<file path="config.mk">
export PLATFORM = sky130hd
export DESIGN_NAME = md_seq_ctrl
export DESIGN_NICKNAME = d
export VERILOG_FILES = /design/src/rtl/md_seq_ctrl.sv
export SDC_FILE = /design/constraint.sdc
export NUM_CORES = 1
export LEC_CHECK = 0
export BUFFER_PORTS_ARGS = -buffer_cell sky130_fd_sc_hd__buf_2
export CAP_MARGIN = 10
export CORE_UTILIZATION = 45
export DETAILED_ROUTE_END_ITERATION = 7
export GPL_ROUTABILITY_DRIVEN = 0
export PLACE_DENSITY = 0.75
export REMOVE_ABC_BUFFERS = 1
export SKIP_CTS_REPAIR_TIMING = 1
export SKIP_LAST_GASP = 1
export SYNTH_ARGS = -nofsm -noshare
export SYNTH_HDL_FRONTEND = slang
export SYNTH_SLANG_ARGS = --single-unit
</file>
<file path="constraint.sdc">
create_clock -name clk -period 2.1 [get_ports clk]
set_input_delay 0.21 -clock clk [delete_from_list [all_inputs] [get_ports clk]]
set_output_delay 0.21 -clock clk [all_outputs]
set_load 0.05 [all_outputs]
</file>
<file path="src/rtl/md_seq_ctrl.sv">
// Multiply/divide sequencing controller for the execute stage.
// Latency: multiply done MUL_LAT cycles after request; divide done one cycle after dout_tvalid.
// Backpressure: done holds until req_accept; divider operands hold tvalid until their own tready.
module md_seq_ctrl #(
    parameter int MUL_LAT = 2    // legal range 1..7 (3-bit wait counter)
) (
    input  logic       clk,
    input  logic       reset,
    input  logic       req_valid,
    input  logic [1:0] req_kind,
    input  logic       req_accept,
    input  logic       flush,
    output logic       done,
    output logic       busy,
    output logic       sel_unsigned,
    output logic       dvd_tvalid,
    output logic       dvs_tvalid,
    input  logic       dvd_tready,
    input  logic       dvs_tready,
    input  logic       dout_tvalid
);

    typedef enum logic [2:0] {
        ST_IDLE      = 3'd0,
        ST_MUL_WAIT  = 3'd1,
        ST_DIV_ISSUE = 3'd2,
        ST_DIV_WAIT  = 3'd3,
        ST_DONE      = 3'd4,
        ST_DRAIN     = 3'd5
    } state_t;

    // Counter value loaded on a multiply request; the wait state exits
    // when the counter is about to reach zero so that done rises exactly
    // MUL_LAT cycles after the request cycle.
    localparam logic [2:0] MUL_LOAD = 3'(MUL_LAT - 1);

    state_t     state;
    state_t     state_nxt;
    logic [2:0] mul_cnt;
    logic       dvd_acc;
    logic       dvs_acc;
    logic       sel_q;

    logic       start_mul;
    logic       start_div;
    logic       dvd_hs;
    logic       dvs_hs;
    logic       dvd_now;
    logic       dvs_now;

    // Request decode is only consulted in IDLE; later changes are ignored.
    assign start_mul = req_valid && (req_kind == 2'b01);
    assign start_div = req_valid && req_kind[1];

    // A channel counts as accepted if it was accepted earlier or completes
    // its handshake this very cycle.
    assign dvd_hs  = dvd_tvalid && dvd_tready;
    assign dvs_hs  = dvs_tvalid && dvs_tready;
    assign dvd_now = dvd_acc || dvd_hs;
    assign dvs_now = dvs_acc || dvs_hs;

    // State register; reset abandons any divide in flight because the
    // divider IP shares the same reset.
    always_ff @(posedge clk) begin
        if (reset) begin
            state <= ST_IDLE;
        end else begin
            state <= state_nxt;
        end
    end

    // Next-state logic.
    always_comb begin
        state_nxt = state;
        unique case (state)
            ST_IDLE: begin
                if (flush) begin
                    state_nxt = ST_IDLE;
                end else if (start_mul) begin
                    state_nxt = (MUL_LAT == 1) ? ST_DONE : ST_MUL_WAIT;
                end else if (start_div) begin
                    state_nxt = ST_DIV_ISSUE;
                end
            end
            ST_MUL_WAIT: begin
                if (flush) begin
                    state_nxt = ST_IDLE;
                end else if (mul_cnt <= 3'd1) begin
                    state_nxt = ST_DONE;
                end
            end
            ST_DIV_ISSUE: begin
                if (flush) begin
                    // Once any operand has been handed over the divider will
                    // eventually produce a result, which must be swallowed.
                    state_nxt = (dvd_now || dvs_now) ? ST_DRAIN : ST_IDLE;
                end else if (dvd_now && dvs_now) begin
                    state_nxt = ST_DIV_WAIT;
                end
            end
            ST_DIV_WAIT: begin
                if (flush) begin
                    state_nxt = dout_tvalid ? ST_IDLE : ST_DRAIN;
                end else if (dout_tvalid) begin
                    state_nxt = ST_DONE;
                end
            end
            ST_DONE: begin
                if (flush || req_accept) begin
                    state_nxt = ST_IDLE;
                end
            end
            ST_DRAIN: begin
                // Flush and new requests have no effect here.
                if (dvd_now && dvs_now && dout_tvalid) begin
                    state_nxt = ST_IDLE;
                end
            end
            default: begin
                state_nxt = ST_IDLE;
            end
        endcase
    end

    // Multiply latency counter: loaded on entry, decremented while waiting.
    always_ff @(posedge clk) begin
        if (reset) begin
            mul_cnt <= 3'd0;
        end else if (state_nxt == ST_MUL_WAIT) begin
            mul_cnt <= (state == ST_MUL_WAIT) ? (mul_cnt - 3'd1) : MUL_LOAD;
        end else begin
            mul_cnt <= 3'd0;
        end
    end

    // Per-channel accepted flags; cleared whenever the controller is or
    // becomes idle so every divide starts with both channels pending.
    always_ff @(posedge clk) begin
        if (reset || (state == ST_IDLE) || (state_nxt == ST_IDLE)) begin
            dvd_acc <= 1'b0;
            dvs_acc <= 1'b0;
        end else begin
            dvd_acc <= dvd_now;
            dvs_acc <= dvs_now;
        end
    end

    // Divider select: latched from the request kind at divide entry and
    // held until the controller returns to IDLE.
    always_ff @(posedge clk) begin
        if (reset || (state_nxt == ST_IDLE)) begin
            sel_q <= 1'b0;
        end else if ((state == ST_IDLE) && (state_nxt == ST_DIV_ISSUE)) begin
            sel_q <= req_kind[0];
        end
    end

    // Output decode; everything is forced quiet while reset is asserted.
    always_comb begin
        done         = 1'b0;
        busy         = 1'b0;
        sel_unsigned = 1'b0;
        dvd_tvalid   = 1'b0;
        dvs_tvalid   = 1'b0;
        if (!reset) begin
            busy         = (state != ST_IDLE);
            sel_unsigned = sel_q;
            // A flush in the done cycle must not let the result escape.
            done         = (state == ST_DONE) && !flush;
            if ((state == ST_DIV_ISSUE) || (state == ST_DRAIN)) begin
                dvd_tvalid = !dvd_acc;
                dvs_tvalid = !dvs_acc;
            end
        end
    end

endmodule

</file>
# [Word-level counts from Yosys, hierarchy flattened]
# Cells that the tools add are included.
[totals] reg_bits=9 wordCells=64
[op_classes] muxes=22 add_sub_neg=1 bitwise=2 n_reduce_logical=24 magnitude_cmp=1 eq_ne=8
[op_table] cell="$mux 3" n=13
[op_table] cell="$pmux 3 s6" n=1
[op_table] cell="$eq 3x2->1 const B" n=3
[op_table] cell="$logic_and 1x1->1" n=8
[op_table] cell="$logic_or 1x1->1" n=8
[op_table] cell="$mux 1" n=8
[op_table] cell="$eq 3x1->1 const B" n=2
[op_table] cell="$eq 3x3->1 const B" n=2
[op_table] cell="$logic_not 3->1" n=2
[op_table] cell="$le 3x1->1 const B" n=1
[op_table] cell="$logic_not 1->1" n=3
[op_table] cell="$reduce_bool 3->1" n=1
[op_table] cell="$reduce_or 3->1" n=1
[op_table] cell="$sub 3x1->3 const B" n=1
[op_table] cell="$eq 2x1->1 const B" n=1
[op_table] cell="$not 1->1" n=2
[op_table] cell="$reduce_or 2->1" n=1

# [Logic depth before layout (Yosys ltp)]
# Gate-level depths: netlist of the first run.
[logic_depth] depth_word=13 depth_mapped=6

# [Worst setup path before layout of the first run]
# No wires, ideal clock.
[synth_path] kind="register to output" from="reg state[0]" to="out done" path_stages_with_launch=4 arrival_time_ns=1.791 path_slack_ns=0.099 cell_sequence="dfxtp_1 buf_2 or2_2 nor3_1"
[synth_via] elab_chain_cells=3
[synth_rtl] item="start, declared" line="37" text="state_t state;"
[synth_rtl] item="start signal, assigned" line="68" text="state <= state_nxt;"
[synth_rtl] item="$eq 3x3->1" line="169" text="done = (state == ST_DONE) && !flush;"
[synth_rtl] item="$logic_and 1x1->1" line="169"
[synth_rtl] item="$mux 1" line="165" text="if (!reset) begin"
[synth_rtl] item="end, declared" line="13" text="output logic done,"
# Every way passes these cells.

# [Final worst setup path of the first run]
[layout_path] from="reg state[1]" to="out dvs_tvalid"
[layout_via] elab_chain_cells=4 elab_cells_between_ends=5 cone_classes="2 x eq/ne; 2 x mux; 1 x reduce/logical"
[layout_rtl] item="$eq 3x2->1 or $eq 3x3->1 (tied branches)" line="170" text="if ((state == ST_DIV_ISSUE) || (state == ST_DRAIN)) begin"
[layout_rtl] item="$logic_or 1x1->1 (*)" line="170"
[layout_rtl] item="$mux 1 (*)" line="170"
[layout_rtl] item="$mux 1 (*)" line="165"
[layout_rtl] item="end, declared" line="17" text="output logic dvs_tvalid,"
# Every way passes the cells marked *; elsewhere a longest branch is shown, timed or not.

==> metrics.md, run 1 <==
| Metric | Value |
|---|---|
| Post-synth EDFFs | `0` |
| Reg power frac | `0.483` |
| Cts bufs inserted | `3` |
| Cell area after layout | `731 µm²` |
| Vias | `600` |
| CP endpoint kind | `output port` |
| Antenna Violating Nets Remaining | `0` |
| CTS tree | `yes` |
| Ys async rst share | `0` |
| Status | `finished, final reports clean` |
| Vias/cell | `5.83` |
| Setup violators final | `0` |
| Reg-to-reg critical path startpoint | `state[2]` |
| Pin count of the biggest net entering global routing | `12` |
| Clock Sinks | `9` |
| Routed length on met3 | `71 µm` |
| Worst Path Buf+Inv | `1` |
| H-tree depth | `1` |
| R2R depth | `4` |
| Yosys warns | `0` |
| Worst-Skew Late Latency | `250 ps` |
| Wire per inst | `13.2 µm` |
| Gr usage total | `0.193` |
| Top Ports | `15` |
| Worst path top cell family by delay | `simple AND/OR/NAND/NOR gates` |
| Crit path max-delay cell type | `dfxtp_1` |
| Power Density | `507 nW/µm²` |
| Clock slew at reported path FFs | `60 ps` |
| Highest routed metal layer | `met4` |
| Die width | `39.7 µm` |
| Cell Area, Placed | `704 µm²` |
| Initial antenna violation count | `0` |
| Max FO, Critical Path | `11` |
| Synth area leaders | `dfxtp_1 (28%), nor2_1 (4.7%), ha_1 (3.9%)` |
| Worst EP arrival | `1780 ps` |
| Wl on met1 | `671 µm` |
| Fin Setup TNS | `0 ps` |
| RSZ-0062 raised after global routing | `no` |
| Register area share after synthesis | `0.282` |
| Initial DRT Pass Iterations | `4` |
| Final Hold Fails | `0` |
| Slew at the pin with the worst max-slew slack | `571 ps` |
| Hold Crit Class | `in -> reg` |
| First-pass GRT wire length | `1.99 mm` |
| Starting Density | `0.485` |
| Fin nets | `101` |
| DP HPWL | `1.03 mm` |
| Netlist area before placement | `639 µm²` |
| Syn-to-layout area delta | `14.3%` |
| Synth top area share | `0.282` |
| Comb power frac | `0.167` |
| Vias in the first global route | `463` |
| Remaining DRCs | `0` |
| IR drop worst, VDD | `298 µV` |
| Total gr overflow | `0` |
| Clock root cell | `clkbuf_4` |
| Top_reg_cell synth | `dfxtp_1` |
| Average cell area after synthesis | `8.76 µm²` |
| Crit path depth | `4` |
| Die H | `39.7 µm` |
| Worst Setup Start Kind | `flop` |
| Total Wirelength | `1.36 mm` |
| Core box area | `1320 µm²` |
| Worst Skew | `3.62 ps` |
| Cell taking the most area after synthesis | `dfxtp_1` |
| Worst hold path depth | `3` |
| Top cells by count, synth | `dfxtp_1 (9), nor2_1 (8), a21oi_1 (4), nand2_1 (4), nor3_1 (3)` |
| Worst reg-to-reg setup slack | `360 ps` |
| Post-layout min period | `1990 ps` |
| Clock power frac | `0.350` |
| Seq cells post-synth | `9` |
| DRT iter0 DRCs | `11` |
| Fmax | `501 MHz` |
| MaxCap Viol Count | `0` |
| R2R Path End | `dvs_acc` |
| Leakage | `0.307 nW` |
| CP cell instances | `or4b_1, and2_1, nor2_1, buf_2` |
| # rows | `13` |
| Syn Inst Count | `73` |
| Pint | `0.000273 W` |
| Die area | `1580 µm²` |
| Min-Delay Endpoint | `sel_q` |
| Switching part of the total | `0.263` |
| # port buffers | `14` |
| Max transition margin | `0.616` |
| CP max stage delay | `510 ps` |
| Ant diodes | `0` |
| Min-delay src | `req_kind[0]` |
| CP Class | `reg -> out` |
| Data required, critical path | `1890 ps` |
| Clk buf depth | `2` |
| Most common cell in the synthesized netlist | `dfxtp_1` |
| Layout cells sized above 1 | `0.261` |
| Distinct cell type count after synthesis | `39` |
| Final Max Tran Viols | `0` |
| Crit share post-route | `0.950` |
| Layout fillers | `139` |
| Psw | `0.0000973 W` |
| Met2 WL post-DR | `577 µm` |
cells by family (layout without fill, tap and decap cells):
kind of cell,count (synthesis),count (layout),share of synthesized area
muxes,1,1,0.0157
buffers and inverters,5,20,0.0489
adders and majority gates,2,2,0.0391
AOI/OAI and AO/OA,23,23,0.288
and+or+nand+nor,31,31,0.299
xor gates and xnor gates,2,2,0.0274
DFF,9,9,0.282
state kept, by name, indices dropped and copies added, names as in the netlist:
signal,count
state,3
sel_q,1
mul_cnt,3
dvs_acc,1
dvd_acc,1
per-stage QoR:
step                hold WS, ps  std cells  setup WS (ps)  utilization  total power (W)
global route                323        103           1.31        0.555         0.000389
floorplan                   407         70            125            -         0.000221
global placement            536         99            406        0.535         0.000243
finish                      271        103            106        0.555         0.000370
CTS                         276        103            101        0.555         0.000373
detailed placement          542         99            376        0.535         0.000244
how the worst max path moves through the flow:
stage | slack (ps) | end | from
after floorplan | 120 | dvd_tvalid | state[1]
after global placement | 410 | dvs_tvalid | state[1]
after detailed placement | 380 | dvd_tvalid | state[1]
after CTS | 100 | dvs_tvalid | state[1]
after global routing | 1 | dvd_tvalid | state[1]
final | 110 | dvs_tvalid | state[1]
worst min-delay path, cell delays in order:
cell	delay, ps
buf_2	90
mux2i_1	60
a31oi_1	120
power by group through the flow:
| stage | logic [W] | clock network (W) | registers [W] |
|---|---|---|---|
| global placement | 0.0000605 | 0 | 0.000182 |
| CTS | 0.0000616 | 0.000132 | 0.000179 |
| finish | 0.0000618 | 0.000130 | 0.000179 |
| floorplan | 0.0000392 | 0 | 0.000181 |
| detailed placement | 0.0000611 | 0 | 0.000183 |
| global route | 0.0000673 | 0.000143 | 0.000179 |
cell type report:
class,count,area [µm²],area share
inverters,2,7.51,0.0103
clock buffers,4,26.3,0.0360
well taps,15,18.8,0.0257
repair buffers,14,70.1,0.0959
multi-input cells,59,428,0.586
flip-flops and latches,9,180,0.247
cells in the final DEF, fill, tap and decap left out, types with 3 or more instances in the layout:
cell type | synthesis | layout
buf_2 | 1 | 14
clkbuf_4 | 0 | 3
nor3_1 | 3 | 3
nor2_1 | 8 | 8
nand2_1 | 4 | 4
a21oi_1 | 4 | 4
dfxtp_1 | 9 | 9
layer usage:
metal  track usage  vias up
li1              -      309
met1         0.259      266
met2         0.270       19
met3        0.0284        6
met4         0.147        0
met5             0        -
(Power assumes the default switching activity.)
==> run 2, diff against run 1 <==
- CORE_MARGIN: not set -> 3
==> metrics.md, run 2 (same netlist as run 1, synthesis figures left out) <==
| Metric | Value |
|---|---|
| Starting Density | `0.526 (was 0.485)` |
| # placed instances | `98 (was 99)` |
| Max FO, Critical Path | `11 (unchanged)` |
| CP Class | `reg -> out (unchanged)` |
| Initial antenna violation count | `0 (unchanged)` |
| Layout cells sized above 1 | `0.273 (was 0.261)` |
| Cts bufs inserted | `3 (unchanged)` |
| Antenna Violating Nets Remaining | `0 (unchanged)` |
| Syn-to-layout area delta | `14.7% (was 14.3%)` |
| Most frequent cells in the layout | `buf_2 (13), nor2_1 (8), dfxtp_1 (8) (was buf_2 (14), dfxtp_1 (9), nor2_1 (8))` |
| Slew at the pin with the worst max-slew slack | `516 ps (was 571 ps)` |
| Gr usage total | `0.177 (was 0.193)` |
| Cell Count, Final, Fillers Out | `102 (was 103)` |
| Core box area | `1220 µm² (was 1320 µm²)` |
| Final Max Tran Viols | `0 (unchanged)` |
| Die H | `43.7 µm (was 39.7 µm)` |
| Most common cell after layout, fill and taps aside | `buf_2 (unchanged)` |
| Pin count of the biggest net entering global routing | `12 (unchanged)` |
| Worst hold slack | `293 ps (was 271 ps)` |
| Crit path max-delay cell type | `or4b_1 (was dfxtp_1)` |
| CTS tree | `yes (unchanged)` |
| Remaining DRCs | `0 (unchanged)` |
| Max transition margin | `0.653 (was 0.616)` |
| Biggest regs | `mul_cnt: 3 flops, state: 3 flops (unchanged)` |
| Wire per inst | `14.6 µm (was 13.2 µm)` |
| Worst Skew | `2.52 ps (was 3.62 ps)` |
| Top Ports | `15 (unchanged)` |
| Clock root cell | `clkbuf_4 (unchanged)` |
| Worst Setup Start Kind | `flop (unchanged)` |
| Ant diodes | `0 (unchanged)` |
| Worst EP arrival | `1830 ps (was 1780 ps)` |
| # port buffers | `14 (unchanged)` |
| Data required, critical path | `1890 ps (about the same)` |
| Total Wirelength | `1.49 mm (was 1.36 mm)` |
| Clock slew at reported path FFs | `60 ps (about the same)` |
| Hold Crit Class | `in -> reg (unchanged)` |
| # rows | `12 (was 13)` |
| CP max stage delay | `620 ps (was 510 ps)` |
| First-pass GRT wire length | `2.50 mm (was 1.99 mm)` |
| MaxCap Viol Count | `0 (unchanged)` |
| Vias | `630 (was 600)` |
| Clock Sinks | `9 (unchanged)` |
| Setup violators final | `0 (unchanged)` |
| Fmax | `491 MHz (was 501 MHz)` |
| Worst-Skew Late Latency | `260 ps (was 250 ps)` |
| Die area | `1910 µm² (was 1580 µm²)` |
| CP endpoint kind | `output port (unchanged)` |
| Crit share post-route | `0.970 (was 0.950)` |
| Die width | `43.7 µm (was 39.7 µm)` |
| IR drop worst, VDD | `329 µV (was 298 µV)` |
| Power Density | `513 nW/µm² (was 507 nW/µm²)` |
| Vias/cell | `6.18 (was 5.83)` |
| DP HPWL | `1.10 mm (was 1.03 mm)` |
| Fin nets | `101 (unchanged)` |
| Initial DRT Pass Iterations | `4 (unchanged)` |
| H-tree depth | `1 (unchanged)` |
| Total gr overflow | `0 (unchanged)` |
| Post-layout min period | `2040 ps (was 1990 ps)` |
| CP cell instances | `or4b_1, and2_1, nor2_1, buf_2 (unchanged)` |
| Vias in the first global route | `544 (was 463)` |
| DRT iter0 DRCs | `23 (was 11)` |
| Final Hold Fails | `0 (unchanged)` |
| Leakage | `0.307 nW (about the same)` |
| Status | `finished, final reports clean (unchanged)` |
| Clk buf depth | `2 (unchanged)` |
## run 2: cell types whose count changed in the layout (fill, tap and decap cells not counted)
cell,previous run,this run
buf_2,14,13
dfxtp_2,0,1
dfxtp_1,9,8
clkbuf_4,3,4
## run 2: cell type report
cell class	count	area, µm²
clock buffer	4	26.3
fill	106	483
inverter	2	7.51
multi-input combinational	59	428
sequential	9	181
tap	14	17.5
timing repair buffer	14	72.6
## run 2: path summary, 6_finish.rpt
check / end / cells after the start / startpoint / slack [ps]
worst max-delay path: dvs_tvalid / 4 / state[2] / 60
worst min-delay path: sel_q / 3 / req_kind[0] / 290
worst max register to register: dvd_acc / 4 / state[0] / 370
worst min register to register: sel_q / 2 / sel_q / 570
## run 2: layer usage
layer / vias up / share of wire / global-route usage
met2: 33 / 0.45 / 0.256
met1: 280 / 0.42 / 0.224
met5: - / 0 / 0
li1: 310 / - / -
met4: 0 / 0.032 / 0.127
met3: 7 / 0.091 / 0.0456
## run 2: report_power, final
group | total [W] | switching (W) | internal [W]
sequential | 0.000179 | 0.00000575 | 0.000174
clock | 0.000134 | 0.0000607 | 0.0000732
combinational | 0.0000631 | 0.0000362 | 0.0000268
total | 0.000376 | 0.000103 | 0.000274
## run 2: per-stage QoR
stage | setup WS [ps] | setup TNS [ps] | util | cell area, µm² | total power (W)
after global routing | -12.2 | -12.2 | 0.603 | 733 | 0.000402
after detailed placement | 341 | 0 | 0.578 | 703 | 0.000244
final | 63.7 | 0 | 0.603 | 733 | 0.000376
after floorplan | 125 | 0 | - | 616 | 0.000221
after global placement | 408 | 0 | 0.578 | 703 | 0.000243
after CTS | 59.2 | 0 | 0.600 | 729 | 0.000379
## run 2: worst max-delay path, delay by kind of cell, from the launching register on
kind / cells / cell delay, ps
buffers and inverters: 1 / 270
flip-flops: 1 / 410
AND/OR/NAND/NOR: 3 / 880
==> run 3, diff against run 2 <==
- CTS_BUF_LIST: not set -> sky130_fd_sc_hd__clkbuf_16
- RECOVER_POWER: not set -> 25
==> metrics.md, run 3 (same netlist as run 1, synthesis figures left out) <==
| Metric | Value |
|---|---|
| Status | `finished, final reports clean (unchanged)` |
| Clock slew at reported path FFs | `40 ps (was 60 ps)` |
| Antenna Violating Nets Remaining | `0 (unchanged)` |
| Cell Area, Placed | `703 µm² (unchanged)` |
| Hold Crit Class | `in -> reg (unchanged)` |
| Vias | `628 (was 630)` |
| Most frequent cells in the layout | `buf_2 (13), nor2_1 (8), dfxtp_1 (8) (unchanged)` |
| IR drop worst, VDD | `515 µV (was 329 µV)` |
| DRT iter0 DRCs | `30 (was 23)` |
| Crit share post-route | `0.960 (was 0.970)` |
| Fmax | `496 MHz (was 491 MHz)` |
| Ant diodes | `0 (unchanged)` |
| Data required, critical path | `1890 ps (about the same)` |
| CTS tree | `yes (unchanged)` |
| Total Wirelength | `1.57 mm (was 1.49 mm)` |
| Crit path max-delay cell type | `or4b_1 (unchanged)` |
| Pin count of the biggest net entering global routing | `12 (unchanged)` |
| Final cell utilization of the core | `0.638 (was 0.603)` |
| First-pass GRT wire length | `2.68 mm (was 2.50 mm)` |
| CP cell instances | `or4b_1, and2_1, nor2_1, buf_2 (unchanged)` |
| Die area | `1910 µm² (unchanged)` |
| Cts bufs inserted | `3 (unchanged)` |
| Worst EP arrival | `1810 ps (was 1830 ps)` |
| CP Class | `reg -> out (unchanged)` |
| Worst Setup Start Kind | `flop (unchanged)` |
| RSZ-0062 raised after global routing | `no` |
| Final Hold Fails | `0 (unchanged)` |
| Worst-Skew Late Latency | `230 ps (was 260 ps)` |
| H-tree depth | `1 (unchanged)` |
| Clk buf depth | `2 (unchanged)` |
| Setup violators final | `0 (unchanged)` |
| Most common cell after layout, fill and taps aside | `buf_2 (unchanged)` |
| Die H | `43.7 µm (unchanged)` |
| Wire per inst | `15.4 µm (was 14.6 µm)` |
| DP HPWL | `1.10 mm (unchanged)` |
| Worst Skew | `0.958 ps (was 2.52 ps)` |
| Gr usage total | `0.185 (was 0.177)` |
| Layout cells sized above 1 | `0.250 (was 0.273)` |
| Max FO, Critical Path | `11 (unchanged)` |
| CP endpoint kind | `output port (unchanged)` |
| Remaining DRCs | `0 (unchanged)` |
| Fin Setup TNS | `0 ps (unchanged)` |
| Initial antenna violation count | `0 (unchanged)` |
| Initial DRT Pass Iterations | `4 (unchanged)` |
| Top Ports | `15 (unchanged)` |
| # placed instances | `98 (unchanged)` |
| Power Density | `734 nW/µm² (was 513 nW/µm²)` |
| MaxCap Viol Count | `0 (unchanged)` |
| Clock Sinks | `9 (unchanged)` |
| Syn-to-layout area delta | `21.3% (was 14.7%)` |
| Total gr overflow | `0 (unchanged)` |
| CP max stage delay | `620 ps (about the same)` |
| Fin nets | `101 (unchanged)` |
| Slew at the pin with the worst max-slew slack | `595 ps (was 516 ps)` |
| Worst hold slack | `296 ps (was 293 ps)` |
| Starting Density | `0.526 (unchanged)` |
| Core box area | `1220 µm² (unchanged)` |
| # port buffers | `14 (unchanged)` |
| Post-layout min period | `2020 ps (was 2040 ps)` |
| Vias/cell | `6.16 (was 6.18)` |
| Cell area after layout | `776 µm² (was 733 µm²)` |
| Final Max Tran Viols | `0 (unchanged)` |
| Vias in the first global route | `594 (was 544)` |
| Clock root cell | `clkbuf_16 (was clkbuf_4)` |
| Max transition margin | `0.605 (was 0.653)` |
| Biggest regs | `mul_cnt: 3 flops, state: 3 flops (unchanged)` |
| Die width | `43.7 µm (unchanged)` |
| Leakage | `0.329 nW (was 0.307 nW)` |
| Cell Count, Final, Fillers Out | `102 (unchanged)` |
| # rows | `12 (unchanged)` |
## run 3: cell count changes in the layout (fill, tap and decap cells not counted), sizes merged
cell / change
clkbuf: -1
inv: +1
## run 3: layout make-up
class	count	area [µm²]
multi-input cells	59	422
flip-flops and latches	9	181
fillers	103	440
inverters	2	7.51
repair buffers	14	68.8
clock buffers	3	75.1
well taps	14	17.5
clock inverters	1	3.75
## run 3: routing by layer
| metal | share of wire | global-route usage | vias up |
|---|---|---|---|
| li1 | - | - | 309 |
| met1 | 0.43 | 0.233 | 282 |
| met2 | 0.46 | 0.279 | 30 |
| met3 | 0.076 | 0.0498 | 7 |
| met4 | 0.034 | 0.108 | 0 |
| met5 | 0 | 0 | - |
## run 3: where the power goes
part	internal [W]	leakage, nW	switching (W)	total (W)
Combinational	0.0000265	0.214	0.0000358	0.0000623
Clock	0.000248	0.0423	0.0000786	0.000327
Sequential	0.000175	0.0731	0.00000590	0.000181
## run 3: final timing paths
check | startpoint | to | slack [ps] | cells after the start
worst max register to register | state[0] | dvd_acc | 240 | 4
worst min-delay path | req_kind[0] | sel_q | 300 | 3
worst min register to register | sel_q | sel_q | 530 | 2
worst max-delay path | state[2] | dvs_tvalid | 80 | 4
## run 3: critical path, delay by kind of cell, from the launching register on
| family | cells | cell delay, ps |
|---|---|---|
| and+or+nand+nor | 3 | 890 |
| DFF | 1 | 410 |
| buffers and inverters | 1 | 270 |
## run 3: stage by stage
step	setup WS [ps]	total power, W
after global routing	17.7	0.000598
after floorplan	125	0.000221
after global placement	408	0.000243
after detailed placement	341	0.000244
after CTS	87.6	0.000575
final	84.6	0.000570
